[config.mk]
export PLATFORM = sky130hd
export DESIGN_NAME = bus_arbiter
export DESIGN_NICKNAME = d
export VERILOG_FILES = /design/src/rtl/bus_arbiter.sv
export SDC_FILE = /design/constraint.sdc
export NUM_CORES = 1
export LEC_CHECK = 0
export CORE_AREA = 2 2 212 214
export DETAILED_ROUTE_END_ITERATION = 16
export DIE_AREA = 0 0 214 216
export GPL_ROUTABILITY_DRIVEN = 0
export GPL_TIMING_DRIVEN = 0
export PLACE_DENSITY = 0.44
export SLEW_MARGIN = 10
export SYNTH_ARGS = -nofsm -noshare
export SYNTH_HDL_FRONTEND = slang
export SYNTH_SLANG_ARGS = --single-unit
[constraint.sdc]
create_clock -name clk -period 2.95 [get_ports clk]
set_clock_uncertainty 0.15 [all_clocks]
set_input_delay 0.59 -clock clk [delete_from_list [all_inputs] [get_ports clk]]
set_output_delay 0.59 -clock clk [all_outputs]
set_load 0.02 [all_outputs]
[src/rtl/bus_arbiter.sv]
// Bus arbiter: shares one downstream memory bus between the instruction-fetch
// port (read-only) and the memory-stage data port. Only one transaction is in
// flight at a time. The data port normally wins. A starvation counter forces a
// waiting fetch through after STARVE_LIMIT consecutive data grants.
module bus_arbiter #(
   parameter int unsigned ADDR_W       = 64,
   parameter int unsigned DATA_W       = 64,
   parameter int unsigned STARVE_LIMIT = 4
) (
   input  logic                clk,
   input  logic                rst,
   // fetch port
   input  logic                i_valid,
   input  logic [ADDR_W-1:0]   i_addr,
   output logic                i_ready,
   output logic [DATA_W-1:0]   i_rdata,
   // data port
   input  logic                d_valid,
   input  logic [ADDR_W-1:0]   d_addr,
   input  logic [2:0]          d_size,
   input  logic [DATA_W/8-1:0] d_strobe,
   input  logic [DATA_W-1:0]   d_wdata,
   output logic                d_ready,
   output logic [DATA_W-1:0]   d_rdata,
   // downstream bus
   output logic                m_valid,
   output logic [ADDR_W-1:0]   m_addr,
   output logic [2:0]          m_size,
   output logic [DATA_W/8-1:0] m_strobe,
   output logic [DATA_W-1:0]   m_wdata,
   input  logic                m_ready,
   input  logic [DATA_W-1:0]   m_rdata,
   // status
   output logic                busy
);

   localparam int unsigned STRB_W = DATA_W / 8;
   localparam int unsigned CNT_W  = $clog2(STARVE_LIMIT + 1);
   localparam logic [CNT_W-1:0] STARVE_MAX = CNT_W'(STARVE_LIMIT);

   // Fetches are always full-word reads.
   localparam logic [2:0] FETCH_SIZE = 3'b010;

   typedef enum logic [1:0] {
      StIdle,
      StGrantI,
      StGrantD
   } state_e;

   state_e            state_q, state_d;
   logic [CNT_W-1:0]  starve_q, starve_d;

   logic [ADDR_W-1:0] addr_q;
   logic [2:0]        size_q;
   logic [STRB_W-1:0] strobe_q;
   logic [DATA_W-1:0] wdata_q;

   logic              fetch_forced;
   logic              take_d;
   logic              take_i;

   // A waiting fetch that has been passed over STARVE_LIMIT times beats data.
   assign fetch_forced = i_valid && (starve_q == STARVE_MAX);

   // Next-state, grant decision and starvation bookkeeping.
   always_comb begin
      state_d  = state_q;
      starve_d = starve_q;
      take_d   = 1'b0;
      take_i   = 1'b0;
      unique case (state_q)
         StIdle: begin
            if (d_valid && !fetch_forced) begin
               state_d = StGrantD;
               take_d  = 1'b1;
               // Only count data grants that made a fetch wait; saturate.
               if (i_valid && (starve_q != STARVE_MAX)) begin
                  starve_d = starve_q + CNT_W'(1);
               end
            end else if (i_valid) begin
               state_d  = StGrantI;
               take_i   = 1'b1;
               starve_d = '0;
            end
         end
         StGrantI, StGrantD: begin
            if (m_ready) begin
               state_d = StIdle;
            end
         end
         default: begin
            state_d = StIdle;
         end
      endcase
   end

   // State and starvation counter registers.
   always_ff @(posedge clk or negedge rst) begin
      if (!rst) begin
         state_q  <= StIdle;
         starve_q <= '0;
      end else begin
         state_q  <= state_d;
         starve_q <= starve_d;
      end
   end

   // Downstream request fields: captured once at grant, frozen for the grant.
   always_ff @(posedge clk or negedge rst) begin
      if (!rst) begin
         addr_q   <= '0;
         size_q   <= '0;
         strobe_q <= '0;
         wdata_q  <= '0;
      end else if (take_d) begin
         addr_q   <= d_addr;
         size_q   <= d_size;
         strobe_q <= d_strobe;
         wdata_q  <= d_wdata;
      end else if (take_i) begin
         addr_q   <= i_addr;
         size_q   <= FETCH_SIZE;
         strobe_q <= '0;
         wdata_q  <= '0;
      end
   end

   // Outputs decode directly from state so reset drops m_valid asynchronously.
   always_comb begin
      m_valid  = (state_q != StIdle);
      busy     = (state_q != StIdle);
      m_addr   = addr_q;
      m_size   = size_q;
      m_strobe = strobe_q;
      m_wdata  = wdata_q;
      i_ready  = (state_q == StGrantI) && m_ready;
      d_ready  = (state_q == StGrantD) && m_ready;
      i_rdata  = i_ready ? m_rdata : '0;
      d_rdata  = d_ready ? m_rdata : '0;
   end

endmodule

==> results of run 1 <==
-- stage by stage --
step / hold WS [ns] / TNS [ns] / power (uW) / area (um2)
after floorplan: 0.144 / 0 / 6820 / 6840
after global placement: 0.338 / -896.59 / 10400 / 13000
after detailed placement: 0.341 / -83.10 / 10300 / 13000
after CTS: 0.358 / 0 / 12400 / 13500
after global routing: 0.360 / -0.0133 / 12900 / 13400
final: 0.351 / 0 / 12200 / 13400
-- power by group through the flow --
stage / sequential, uW / combinational, uW / clock [uW]
floorplan: 4360 / 2460 / 0
global placement: 3330 / 7030 / 0
detailed placement: 3340 / 6990 / 0
CTS: 3330 / 6930 / 2150
global route: 3440 / 7240 / 2220
finish: 3330 / 6830 / 2050
-- layer usage --
layer | routed length, um | up-vias | track usage
li1 | - | 3323 | -
met1 | 14400 | 3563 | 0.175
met2 | 19600 | 321 | 0.294
met3 | 2670 | 34 | 0.0492
met4 | 455 | 0 | 0.0375
met5 | 0 | - | 0
-- flip-flops by register name, indices dropped and copies added (netlist names) --
name	cells
state_q	2
starve_q	3
m_strobe	8
m_addr	64
m_size	3
m_wdata	64
-- cells in the mapped netlist --
cell and count:
a22o_1 75, nand4_1 2, nor2_1 2, o22a_1 1, nor3b_1 1, nand2_1 4
o21ai_0 4, dfrtp_1 144, o221a_2 4, nand2b_1 65, and3_4 1, buf_6 15
a32o_1 1, nand3_2 1, o21ai_2 1, buf_4 14, inv_1 5, nand3_1 2
a21o_1 1, buf_2 2, and2_1 2, and3_1 128, o31ai_1 1, nand2_2 1
clkbuf_1 36, ha_1 5, o221a_1 60
-- cell families (layout without fill, tap and decap cells) --
logic type | after synthesis | after routing | synth area share
AOI/OAI and AO/OA | 148 | 148 | 0.210
and+or+nand+nor | 209 | 209 | 0.190
adders and majority gates | 5 | 5 | 0.00914
buffers and inverters | 72 | 645 | 0.0640
DFF | 144 | 144 | 0.527
other | 0 | 2 | 0
-- what timing repair did --
item                       in CTS  in global routing
gates resized for setup       153                159
hold buffers                    1                  0
setup endpoints to repair     131                116
setup buffers                   0                  0
hold endpoints to repair       54                  0
-- path summary, 6_finish.rpt --
check                                             start                       to  cells past startpoint
worst max register to register   state_q[0]$_DFFE_PN0P_   m_wdata[4]$_DFFE_PN0P_                      6
worst min register to register  m_wdata[26]$_DFFE_PN0P_  m_wdata[26]$_DFFE_PN0P_                      1
max in group asynchronous                           rst   m_addr[25]$_DFFE_PN0P_                      3
min in group asynchronous                           rst    m_addr[4]$_DFFE_PN0P_                      2
worst min-delay path            m_wdata[26]$_DFFE_PN0P_  m_wdata[26]$_DFFE_PN0P_                      1
worst max-delay path             state_q[1]$_DFFE_PN0P_                  i_ready                      6
-- area by class of cell --
| cell class | instances | area, um2 | area share |
|---|---|---|---|
| timing repair buffer | 544 | 5230 | 0.390 |
| sequential | 144 | 3600 | 0.269 |
| multi-input combinational | 362 | 2810 | 0.209 |
| tap | 592 | 741 | 0.0552 |
| clock buffer | 23 | 478 | 0.0356 |
| buffer | 67 | 469 | 0.0350 |
| clock inverter | 6 | 60.1 | 0.00448 |
| inverter | 5 | 18.8 | 0.00140 |
| antenna | 2 | 5.00 | 0.000373 |
==> impl_metrics.ini, run 1 <==
[global_routing]
grt_pass1_vias = 7942
grt_pass1_wl_um = 54400
overflow = 0
gr-usage-all-layers = 0.159
antenna_found_initial = 8
grt_max_degree = 91

[clock_tree]
htree_levels = 4
clkSlewWorstSetupHoldPaths_ns = 0.06
cts_tree = done
clockBufferDepth = 2
cts-root-buf = clkbuf_16
numClockSinks = 144
cts_buffers = 17
insertion_delay_ns = 0.44

[critical_path]
r2r_slack_ns = 0.76
cp-start-kind = flip-flop
cp.arrival_ns = 2.07
path_class = reg2out
slowest_delay_ns = 0.40
required_ns = 2.21
path_cells = inv_1 > ha_1 > clkbuf_4 > buf_2 > and2_1 > dlygate4sd2_1
path_delay_family = buffers and inverters
critPathMaxFanout = 10
slowest_stage = dfrtp_1
crit_buf_inv = 4
crit_path_end_kind = output port

[sta]
rsz0062_at_grt = true
timing.final.crit_share = 0.952
slew_viol_final = 0
max_freq_ghz = 0.356
max_slew_margin = 0.401
setup_viol = 0
finalCriticalPeriod_ns = 2.81
hold_violations = 0
worstMarginPinSlew_ns = 0.899
setup_slack_ns = 0.142

[placed_design]
placed_cells = 1713
pre_cts_slack_ns = -0.830
hpwl_um = 29400
io_buffers = 542

[power]
clkPwrFrac = 0.168
combPwrFrac = 0.559
p_leak_uw = 0.00626
netSwitchingPower_uw = 4800
p_int_uw = 7410
power_switching_share = 0.393
pwr-share-seq = 0.273
power_per_cell_area_nw_per_um2 = 911
ir_drop_v = 0.000411

[route]
vias = 7241
wl_per_cell_um = 21.3
drtIter0Drc = 400
vias_per_cell = 4.15
totalWireLength_um = 37100
drc_errors = 0
dr.pass1.iters = 5
detail-route-antenna-nets = 0

[yosys]
syn-cell-area_um2 = 6840
syn_area_per_cell_um2 = 11.8
synth_area_leaders = dfrtp_1 53%, and3_1 12%, o221a_1 9.9%
synth-seq-area-share = 0.527
ys_warn_count = 0
synth_top_area_frac = 0.527
synth_cells = 578
synth_top_cell_by_area = dfrtp_1
yosys.cell_types.count = 27
synth.net_count = 855
synth-seq-cells = 144

[floorplanning]
die_h_um = 216
die_x_um = 214
dieArea_um2 = 46200
start_util = 0.156
core_area_um2 = 43800
rows = 77
ios = 543

[run_status]
status = finished, final reports clean

[flow_run]
max_cap_violations = 0

[final_layout]
instances_no_fill = 1745
final_core_util = 0.306
fill_cells = 4539
drive_above_1_share = 0.123
mostFrequentLayoutCell = clkdlybuf4s50_1
nets = 1418
final_cell_mix = 410 x clkdlybuf4s50_1, 144 x dfrtp_1, 128 x and3_1
area_growth_syn_to_layout_pct = 95.9

[worst_hold_path]
hold_class = reg2reg
Note: power is estimated with default switching activity, not from simulation.
==> run 2: changes to the inputs <==
==> config.mk (replaced) <==
export PLATFORM = sky130hd
export DESIGN_NAME = bus_arbiter
export DESIGN_NICKNAME = d
export VERILOG_FILES = /design/src/rtl/bus_arbiter.sv
export SDC_FILE = /design/constraint.sdc
export NUM_CORES = 1
export LEC_CHECK = 0
export ABC_AREA = 1
export CORE_AREA = 2 2 213 215
export DETAILED_ROUTE_END_ITERATION = 16
export DIE_AREA = 0 0 215 217
export GPL_ROUTABILITY_DRIVEN = 0
export PLACE_DENSITY = 0.46
export SLEW_MARGIN = 10
export SYNTH_ARGS = -nofsm -noshare
export SYNTH_HDL_FRONTEND = slang
export SYNTH_SLANG_ARGS = --single-unit
==> run 2 against run 1 <==
Sequential power increased by 4%. Setup slack got worse by 0.12 ns. Critical endpoint is now i_rdata[4]. Combinational power increased by 7.2%. Flip-flop and latch count unchanged. Global-route usage decreased by 0.50 points. Non-clock buffer count decreased by 52.
==> impl_metrics.ini, run 2 <==
[placed_design]
pre_cts_slack_ns = -0.0304
dpl_cell_area_um2 = 14100
placed_cells = 2336
hpwl_um = 28100
io_buffers = 542

[power]
power_per_cell_area_nw_per_um2 = 882
clkPwrFrac = 0.183
netSwitchingPower_uw = 5780
p_total_uw = 13200
pwr-share-seq = 0.262
ir_drop_v = 0.000407
p_int_uw = 7400
p_leak_uw = 0.00946
power_switching_share = 0.439
combPwrFrac = 0.555

[yosys]
synth_top_area_frac = 0.452
synth-seq-area-share = 0.452
syn-cell-area_um2 = 7960
yosys-top-cells-count = 555 x nand2_1, 238 x inv_1, 144 x dfrtp_1, 132 x nor2_1, 66 x nand3_1
synth-edff-count = 0
synth-seq-cells = 144
synth.net_count = 1521
yosys.cell_types.count = 17
synth_top_cell_by_area = dfrtp_1
synth.most_common_cell = nand2_1
ys_warn_count = 0
synth_flop_cell = dfrtp_1
synth_area_leaders = dfrtp_1 45%, nand2_1 26%, inv_1 11%
async_reset_ff_frac = 1.00
syn_area_per_cell_um2 = 6.40
synth_cells = 1244

[floorplanning]
ios = 543
rows = 78
dieArea_um2 = 46700
core_area_um2 = 44700
die_x_um = 215
start_util = 0.178
die_h_um = 217

[global_routing]
grt_max_degree = 101
grt_pass1_vias = 8817
grt_pass1_wl_um = 54500
overflow = 0
gr-usage-all-layers = 0.154
antenna_found_initial = 7

[final_layout]
mostFrequentLayoutCell = nand2_1
instances_no_fill = 2374
area_growth_syn_to_layout_pct = 87.7
nets = 2033
final_cell_mix = 552 x nand2_1, 436 x clkdlybuf4s50_1, 237 x inv_1
final_design_area_no_fill_um2 = 14900
drive_above_1_share = 0.0345

[sta]
setup_viol = 0
max_freq_ghz = 0.342
setup-tns-final_ns = 0
max_slew_margin = 0.597
hold_violations = 0
finalCriticalPeriod_ns = 2.92
timing.final.crit_share = 0.991
setup_slack_ns = 0.0271
slew_viol_final = 0
worstMarginPinSlew_ns = 0.604

[worst_hold_path]
hold_class = reg2reg

[clock_tree]
insertion_delay_ns = 0.43
cts_buffers = 17
cts_tree = done
numClockSinks = 144
clkSlewWorstSetupHoldPaths_ns = 0.06
cts-root-buf = clkbuf_16
clockBufferDepth = 2
htree_levels = 4

[route]
detail-route-antenna-nets = 0
totalWireLength_um = 37100
drtIter0Drc = 435
highest_layer = met5
vias = 9053
wl_per_cell_um = 15.6
vias_per_cell = 3.81
dr_wl_met3_um = 2260
wl_met2_um = 18800
dr.pass1.iters = 5
drc_errors = 0
met1_length_um = 15100

[critical_path]
critPathMaxFanout = 65
crit_path_end_kind = output port
r2r_slack_ns = 0.99
path_class = in2out
cp.arrival_ns = 2.18
cp-start-kind = input pin
required_ns = 2.21

[run_status]
status = finished, final reports clean

[flow_run]
max_cap_violations = 0
-- run 2: through the flow --
stage | hold slack (ns) | util
final | 0.327 | 0.334
after global routing | 0.348 | 0.334
after CTS | 0.333 | 0.329
after detailed placement | 0.314 | 0.315
after global placement | 0.311 | 0.315
after floorplan | 0.144 | -
-- run 2: path summary, 6_finish.rpt --
path                                         from                       to  depth (start not counted)
max                                       m_ready               i_rdata[4]                          5
min                        m_addr[33]$_DFFE_PN0P_   m_addr[33]$_DFFE_PN0P_                          2
max reg2reg                state_q[0]$_DFFE_PN0P_   m_wdata[6]$_DFFE_PN0P_                          7
min reg2reg                m_addr[33]$_DFFE_PN0P_   m_addr[33]$_DFFE_PN0P_                          2
max in group asynchronous                     rst  m_wdata[19]$_DFFE_PN0P_                          3
min in group asynchronous                     rst  m_wdata[20]$_DFFE_PN0P_                          2
-- run 2: repair_timing --
item                                    4_1_cts  5_1_grt
hold buffers                                  1        0
endpoints found under the setup margin        5       96
buffers inserted                              0        0
resized for setup                             5       96
hold endpoints to repair                     46        0
-- run 2: cell families (layout without fill, tap and decap cells) --
logic type / count (synthesis) / in the layout / synth area share
AOI/OAI and AO/OA: 6 / 6 / 0.00408
xor gates and xnor gates: 1 / 1 / 0.00110
adders and majority gates: 5 / 5 / 0.00786
buffers and inverters: 335 / 860 / 0.169
DFF: 144 / 144 / 0.452
other: 0 / 5 / 0
and+or+nand+nor: 753 / 753 / 0.365
-- run 2: per-layer routing --
layer / vias up / GRT usage
met5: - / 0
li1: 4524 / -
met2: 319 / 0.276
met4: 6 / 0.0547
met3: 49 / 0.0398
met1: 4155 / 0.176
-- run 2: power groups by stage --
stage          Combinational (uW)  Sequential, uW  Clock [uW]
4_1_cts                      7520            3460        2510
6_report                     7320            3450        2410
3_5_place_dp                 7510            3480           0
2_1_floorplan                2580            4610           0
3_3_place_gp                 7480            3450           0
5_1_grt                      7970            3580        2580
-- run 2: cell type report --
type,instances,area [um2]
fillers,4881,29700
repair buffers,559,5890
diodes,5,12.5
multi-input cells,765,3050
flip-flops and latches,144,3600
clock buffers,18,439
inverters,269,1010
clock inverters,14,191
well taps,600,751
-- run 2: worst max-delay path, stage by stage --
cell	delay [ns]
clkdlybuf4s50_1	0.53
nand2_2	0.08
buf_12	0.19
nor2_1	0.14
clkdlybuf4s50_1	0.61
